File: src/rtl/chord_voice_scheduler.sv
// chord_voice_scheduler
//   Time-shares one sine ROM among three voices. Each sample_tick starts a
//   sweep IDLE -> V0 -> V1 -> V2 -> DONE. During the sweep every voice reads
//   its level, adds it to the accumulator and advances its phase. The sum of
//   the enabled voices is presented on sample_out with a one-cycle
//   sample_valid strobe.
//
// Ports
//   clock, reset       single clock domain, asynchronous active-high reset
//   sample_tick        one-cycle pulse at the audio sample rate
//   voice_en[2:0]      per-voice enable, latched at sweep start
//   freq_id0..2        per-voice tone ids, latched at sweep start
//   rom_index          registered ROM address {1'b0, phase[15:6]}
//   rom_freq_id        registered ROM tone id
//   rom_level          ROM level, combinational from rom_index
//   rom_freq           ROM phase increment, combinational from rom_freq_id
//   sample_out         registered sum of enabled voice levels
//   sample_valid       one-cycle strobe while sample_out holds a new sum
//   busy               high in every state except IDLE
//   tick_overrun       one-cycle pulse when a tick arrives mid-sweep
module chord_voice_scheduler #(
  parameter int BITS = 6
) (
  input  logic              clock,
  input  logic              reset,
  input  logic              sample_tick,
  input  logic [2:0]        voice_en,
  input  logic [4:0]        freq_id0,
  input  logic [4:0]        freq_id1,
  input  logic [4:0]        freq_id2,
  output logic [10:0]       rom_index,
  output logic [4:0]        rom_freq_id,
  input  logic [BITS-1:0]   rom_level,
  input  logic [15:0]       rom_freq,
  output logic [BITS+1:0]   sample_out,
  output logic              sample_valid,
  output logic              busy,
  output logic              tick_overrun
);

  typedef enum logic [2:0] {IDLE, V0, V1, V2, DONE} state_t;

  state_t            state_reg;
  state_t            state_next;
  logic              sweep_start;
  logic [2:0]        voice_hit;     // one-hot: voice whose ROM data is on the bus

  logic [2:0]        en_reg;
  logic [2:0][4:0]   fid_reg;
  logic [BITS+1:0]   acc_reg;
  logic [BITS+1:0]   acc_next;
  logic [BITS+1:0]   level_ext;
  logic              voice_on;

  logic [2:0][9:0]   phase_top;     // phase[15:6] of every voice
  logic [10:0]       rom_index_next;
  logic [4:0]        rom_freq_id_next;

  // State register
  always_ff @(posedge clock or posedge reset) begin
    if (reset) begin
      state_reg <= IDLE;
    end else begin
      state_reg <= state_next;
    end
  end

  // Next state and per-state decode
  always_comb begin
    state_next  = state_reg;
    sweep_start = 1'b0;
    voice_hit   = 3'b000;
    case (state_reg)
      IDLE: begin
        if (sample_tick) begin
          state_next  = V0;
          sweep_start = 1'b1;
        end
      end
      V0: begin
        state_next = V1;
        voice_hit  = 3'b001;
      end
      V1: begin
        state_next = V2;
        voice_hit  = 3'b010;
      end
      V2: begin
        state_next = DONE;
        voice_hit  = 3'b100;
      end
      DONE: begin
        state_next = IDLE;
      end
      default: begin
        state_next = IDLE;
      end
    endcase
  end

  assign busy      = (state_reg != IDLE);
  assign voice_on  = |(en_reg & voice_hit);
  assign level_ext = {2'b00, rom_level};
  assign acc_next  = voice_on ? (acc_reg + level_ext) : acc_reg;

  // Per-voice phase accumulators. A disabled voice is held at zero so it
  // restarts at a zero crossing when it is enabled again.
  for (genvar gi = 0; gi < 3; gi++) begin : g_voice
    logic [15:0] phase_reg;

    always_ff @(posedge clock or posedge reset) begin
      if (reset) begin
        phase_reg <= '0;
      end else if (voice_hit[gi]) begin
        phase_reg <= en_reg[gi] ? (phase_reg + rom_freq) : 16'd0;
      end
    end

    assign phase_top[gi] = phase_reg[15:6];
  end

  // ROM address for the voice served in the next cycle. Voice 0 is loaded
  // from the live freq_id0 on the starting edge because the shadow copy is
  // written on that same edge. After voice 2 the ROM is parked on voice 0.
  always_comb begin
    rom_index_next   = rom_index;
    rom_freq_id_next = rom_freq_id;
    if (sweep_start) begin
      rom_index_next   = {1'b0, phase_top[0]};
      rom_freq_id_next = freq_id0;
    end else if (voice_hit[0]) begin
      rom_index_next   = {1'b0, phase_top[1]};
      rom_freq_id_next = fid_reg[1];
    end else if (voice_hit[1]) begin
      rom_index_next   = {1'b0, phase_top[2]};
      rom_freq_id_next = fid_reg[2];
    end else if (voice_hit[2]) begin
      rom_index_next   = {1'b0, phase_top[0]};
      rom_freq_id_next = fid_reg[0];
    end
  end

  // Shadows, accumulator, ROM drive and output registers
  always_ff @(posedge clock or posedge reset) begin
    if (reset) begin
      en_reg       <= '0;
      fid_reg      <= '0;
      acc_reg      <= '0;
      rom_index    <= '0;
      rom_freq_id  <= '0;
      sample_out   <= '0;
      sample_valid <= 1'b0;
      tick_overrun <= 1'b0;
    end else begin
      if (sweep_start) begin
        en_reg  <= voice_en;
        fid_reg <= {freq_id2, freq_id1, freq_id0};
        acc_reg <= '0;
      end else if (|voice_hit) begin
        acc_reg <= acc_next;
      end

      rom_index   <= rom_index_next;
      rom_freq_id <= rom_freq_id_next;

      // The final sum is captured on the V2 -> DONE edge so sample_out and
      // sample_valid are both presented during the DONE cycle.
      sample_valid <= voice_hit[2];
      if (voice_hit[2]) begin
        sample_out <= acc_next;
      end

      tick_overrun <= sample_tick & busy;
    end
  end

endmodule

File: config.mk
export PLATFORM = sky130hd
export DESIGN_NAME = chord_voice_scheduler
export DESIGN_NICKNAME = d
export VERILOG_FILES = /design/src/rtl/chord_voice_scheduler.sv
export SDC_FILE = /design/constraint.sdc
export NUM_CORES = 1
export LEC_CHECK = 0
export ABC_AREA = 1
export CAP_MARGIN = 25
export CORE_ASPECT_RATIO = 0.6
export CORE_UTILIZATION = 29
export DETAILED_ROUTE_END_ITERATION = 6
export HOLD_SLACK_MARGIN = 0.12
export SLEW_MARGIN = 20
export SYNTH_ARGS = -nofsm -noshare
export SYNTH_HDL_FRONTEND = slang
export SYNTH_SLANG_ARGS = --single-unit
export TNS_END_PERCENT = 30
File: constraint.sdc
create_clock -name clock -period 7.45 [get_ports clock]
set_clock_uncertainty 0.2 [all_clocks]
set_input_delay 1.49 -clock clock [delete_from_list [all_inputs] [get_ports clock]]
set_output_delay 1.49 -clock clock [all_outputs]
set_load 0.02 [all_outputs]
==> reports/metrics.yaml, run 1 <==
drt_iter0_drc: 482
fmax_ghz: 0.2931
cts_hold_buffers: 0
synth_top_area_cell: "dfrtp_1"
grt_util_all_layers_pct: 17.27
cp_slowest_cell: "clkdlybuf4s50_1"
dieArea_mm2: 0.02567
synth.cell_area_mm2: 0.007253
post_cts_buffers: 0
rows: 44
cts-resized-gates: 0
multiInputGateArea_mm2: 0.003896
grt_pass1_wl_mm: 33.93
detail_route.vias_per_cell: 4.574
syn_nets: 1148
fill_cells: 2555
cts.path.max_buffers: 2
cts_buffers: 9
synthTopCellsByArea: "dfrtp_1 (35%), nand2_1 (20%), inv_1 (8.9%)"
rsz0062_at_grt: "no"
ant_nets: 0
avgSynthCellArea_um2: 6.908
cp_common_cell: "nand2_1"
synth_seq_cells: 102
leakage_nw: 4.696
cp.arrival_ns: 3.45
p_per_area_mw_per_mm2: 404.3
status: "finished, violations left"
finalSetupViolCount: 0
cts_tree: "yes"
cp.required_ns: 7.49
final_common_cell: "nand2_1"
grt.overflow.total: 0
async_flop_share_pct: 100.0
setup.worst_path.end_class: "flip-flop"
irDropWorstVdd_mv: 0.1424
core_area_mm2: 0.02439
largest_register_ffs: 48
grt_pass1_vias: 6184
critical_path.startpoint_type: "input port"
worstPathCellList: "clkdlybuf4s50_1 -> ha_1 -> or2_2 -> nand3_1 -> nand2_1 -> o21ai_0 -> nand2_1"
seqCellArea_mm2: 0.002552
hpwl_mm: 15.80
syn2layout_area_growth_pct: 17.82
synthCells: 1050
grt_max_degree: 54
drc: 8
insertion_delay_ns: 0.36
slowest_delay_ns: 0.56
tightest_slew_ns: 0.9516
dr.pass1.iters: 7
layout_common_cells: "nand2_1 (383), inv_1 (170), dfrtp_1 (102)"
clk_pin_slew_ns: 0.08
power_mw: 3.455
start_util_pct: 29.74
cp_top_family: "simple AND/OR/NAND/NOR gates"
wire_per_inst_um: 14.39
synthFlopType: "dfrtp_1"
synth_edf_count: 0
timing.final.crit_share_pct: 45.79
cts-root-buf: "clkbuf_16"
fp.dieW_um: 206.2
htree_num_levels: 3
hold_viol: 0
drv_cap: 0
r2r_start: "state_reg[0]"
place.gp.congestion: 0.9187
synth_top_area_share_pct: 35.19
crit_fanout: 5
finalSetupTns_ns: 0
pin_count: 70
cp-startpoint: "rom_freq[2]"
die_y_um: 124.5
io_buffers: 68
hp-class: "reg -> reg"
yosysWarnings: 0
violations: "design-rule violations"
drive_gt1_share_pct: 4.126
wl_mm: 20.70
ys_types: 41
ys_seq_area_share_pct: 35.19
drv_slew: 0
hold_start: "sample_out[7]"
clkSinkCount: 102
critical_path_class: "in -> reg"
slew_headroom_pct: 36.16
dr_total_vias: 6578
fin_crit_ns: 3.412
cp.buffers_inverters: 1
antenna_found_initial: 0
nNetsFinal: 1208
[final cells by class]
class,count,area share [%]
sequential,102,29.87
inverter,176,7.789
timing repair buffer,72,8.492
antenna,1,0.02928
clock inverter,6,0.7174
clock buffer,10,2.796
tap,322,4.714
multi-input combinational,749,45.59
[cells in the mapped netlist, types with 5 or more instances]
| master | number |
|---|---|
| o21a_1 | 5 |
| buf_2 | 10 |
| or2_2 | 9 |
| nor3_1 | 10 |
| o21ai_1 | 8 |
| nand3b_1 | 7 |
| inv_1 | 172 |
| a21oi_1 | 39 |
| clkbuf_1 | 7 |
| nor2_1 | 52 |
| dfrtp_1 | 102 |
| nand4_1 | 6 |
| o211ai_1 | 14 |
| nand2_1 | 383 |
| o22ai_1 | 14 |
| ha_1 | 51 |
| o21ai_0 | 48 |
| nand3_1 | 67 |
[worst min-delay path, stage by stage, from the launching register on]
cell and delay, ns:
dfrtp_1 0.35, nand2_1 0.05, nand2_1 0.06
[kinds of logic (layout without fill, tap and decap cells)]
group	Yosys count	count (layout)	share of synthesized area (%)
adders and majority gates	55	55	9.902
AOI/OAI and AO/OA	136	136	10.71
buffers and inverters	199	264	11.09
xor gates and xnor gates	6	6	0.7245
other	1	2	0.05170
and+or+nand+nor	551	551	32.33
DFF	102	102	35.19
[report_power, final]
group	switching (mW)	leakage, nW	internal, mW
registers	0.190	1.31	0.804
logic	1.23	3.24	0.741
clock network	0.249	0.144	0.245
total	1.67	4.70	1.79
[path summary, 6_finish.rpt]
path                            slack [ns]  cells after the start                       to
min in group asynchronous             1.39                      2              fid_reg[13]
max in group asynchronous             4.42                      3            sample_out[0]
worst max register to register        4.79                      9            sample_out[5]
worst min-delay path                  0.28                      2            sample_out[7]
worst max-delay path                  4.04                      7  g_voice[2].phase_reg[7]
worst min register to register        0.28                      2            sample_out[7]
[routing by layer]
metal | vias to the layer above | global-route usage, % | routed length, µm
met1 | 2968 | 28.18 | 11470
met5 | - | 0 | 0
met4 | 0 | 3.849 | 291
met3 | 14 | 3.401 | 1399
li1 | 3445 | - | -
met2 | 151 | 22.44 | 7539
[metrics by stage]
step | hold slack (ns) | utilization [%] | setup slack [ns] | area [µm²] | std cells
global placement | 0.2609 | 33.68 | 3.543 | 8213 | 1419
detailed placement | 0.2645 | 33.68 | 3.479 | 8213 | 1419
CTS | 0.2918 | 34.91 | 3.871 | 8513 | 1435
finish | 0.2844 | 35.04 | 4.038 | 8546 | 1438
floorplan | 0.2530 | - | 3.085 | 7253 | 1050
global route | 0.3121 | 35.03 | 3.886 | 8543 | 1437
Note: power is estimated with default switching activity, not from simulation.
==> run 2: changes to the inputs <==
==> constraint.sdc (replaced) <==
create_clock -name clock -period 2.75 [get_ports clock]
set_clock_uncertainty 0.2 [all_clocks]
set_input_delay 0.55 -clock clock [delete_from_list [all_inputs] [get_ports clock]]
set_output_delay 0.55 -clock clock [all_outputs]
set_load 0.02 [all_outputs]
==> run 2 against run 1 <==
Net effect: the run now ends clean; routed wire length fell by 0.78%; non-clock buffer count increased by 11; design area increased by 0.82%; clock power increased to 2.6 times the previous value; worst hold slack better by 0.0039 ns; sequential share of layout area is 0.24 points lower; sequential power rose to 2.7 times the previous value; via count up 1.5%; critical endpoint is now busy; largest power group unchanged.
==> reports/metrics.yaml, run 2 (synthesized netlist as in run 1, its figures left out) <==
antennaDiodeCount: 0
hp-class: "reg -> reg"
drt_iter0_drc: 381
ant_nets: 0
worstPathCellList: "inv_4 -> nand2_1 -> clkdlybuf4s50_1"
clkSinkCount: 102
status: "complete, no violations"
final_util_pct: 35.33
layout_common_cells: "nand2_1 (383), inv_1 (171), dfrtp_1 (102)"
critical_path_class: "reg -> out"
nNetsFinal: 1219
dieArea_mm2: 0.02567
clk_pin_slew_ns: 0.08
hold_viol: 0
drv_cap: 0
grt_max_degree: 44
cts_hold_buffers: 0
wire_per_inst_um: 14.18
die_y_um: 124.5
finalSetupTns_ns: 0
final_common_cell: "nand2_1"
wl_mm: 20.54
cp_slowest_cell: "clkdlybuf4s50_1"
fill_cells: 2588
tightest_slew_ns: 0.5009
rows: 44
cts_buffers: 9
fmax_ghz: 0.4116
drc: 0
grt_util_all_layers_pct: 16.92
cts.path.max_buffers: 2
place.gp.congestion: 0.9085
final_cells: 1448
r2r_cells: 6
cp.buffers_inverters: 2
p_per_area_mw_per_mm2: 1090
largest_register_ffs: 48
cp_top_family: "buffers and inverters"
irDropWorstVdd_mv: 0.3408
htree_num_levels: 3
crit_fanout: 5
detail_route.vias_per_cell: 4.611
cp-startpoint: "state_reg[1]"
slew_headroom_pct: 66.57
core_area_mm2: 0.02439
dr_total_vias: 6677
drive_gt1_share_pct: 4.973
timing.final.crit_share_pct: 88.34
setup.worst_path.end_class: "output pin"
hold_slack_ns: 0.2883
slowest_delay_ns: 0.62
drv_slew: 0
fin_area_mm2: 0.008616
cp.required_ns: 2.00
cp.arrival_ns: 1.68
io_buffers: 68
cts-root-buf: "clkbuf_16"
pin_count: 70
critical_path.startpoint_type: "flip-flop"
syn2layout_area_growth_pct: 18.79
hpwl_mm: 16.17
dp.cells: 1432
antenna_found_initial: 0
cp-endpoint: "busy"
rrSetupSlack_ns: 0.62
grt_pass1_vias: 6288
dr.pass1.iters: 5
cts-resized-gates: 0
placed_cell_area_mm2: 0.008337
cts_tree: "yes"
multiInputGateArea_mm2: 0.003896
insertion_delay_ns: 0.36
finalSetupViolCount: 0
start_util_pct: 29.74
path_depth: 3
grt.overflow.total: 0
leakage_nw: 4.746
r2r_start: "state_reg[1]"
fp.dieW_um: 206.2
rsz0062_at_grt: "no"
post_cts_buffers: 0
r2r-end: "g_voice[2].phase_reg[8]"
grt_pass1_wl_mm: 33.38
fin_crit_ns: 2.429
seqCellArea_mm2: 0.002552
==> run 2: worst min path at each step <==
stage	from	end	cells past startpoint
floorplan	g_voice[1].phase_reg[5]	g_voice[1].phase_reg[5]	2
global placement	sample_out[4]	sample_out[4]	2
detailed placement	sample_out[4]	sample_out[4]	2
CTS	sample_out[4]	sample_out[4]	2
global route	fid_reg[3]	fid_reg[3]	2
finish	sample_out[4]	sample_out[4]	2
==> run 2: layout make-up <==
| type | instances | share of cell area (%) |
|---|---|---|
| tap | 322 | 4.676 |
| clock inverter | 6 | 0.5809 |
| multi-input combinational | 749 | 45.22 |
| clock buffer | 10 | 2.658 |
| sequential | 102 | 29.63 |
| timing repair buffer | 83 | 9.498 |
| inverter | 176 | 7.740 |
==> run 2: where the power goes <==
group / total [mW] / switching [mW] / internal (mW) / leakage [nW]
Combinational: 5.45 / 3.38 / 2.08 / 3.30
Clock: 1.27 / 0.643 / 0.631 / 0.136
Sequential: 2.66 / 0.483 / 2.18 / 1.31
==> run 2: layer usage <==
layer / wire (µm) / track usage (%)
met1: 11090 / 26.37
met2: 8020 / 23.06
met3: 1249 / 4.134
met4: 181 / 3.330
met5: 0 / 0
==> run 2: worst reg2reg max path: stages, from the launching register on <==
cell and delay, ns:
dfrtp_1 0.49, inv_4 0.10, nor2_8 0.25, clkinv_1 0.45, buf_4 0.38, nand2_1 0.08
o21ai_0 0.07
==> run 2: metrics by stage <==
stage / worst slack (ns) / power (mW)
3_3_place_gp: -0.02750 / 8.027
2_1_floorplan: 0.7366 / 6.501
4_1_cts: 0.2776 / 9.465
5_1_grt: 0.1548 / 10.31
3_5_place_dp: -0.04931 / 8.125
6_report: 0.3207 / 9.388
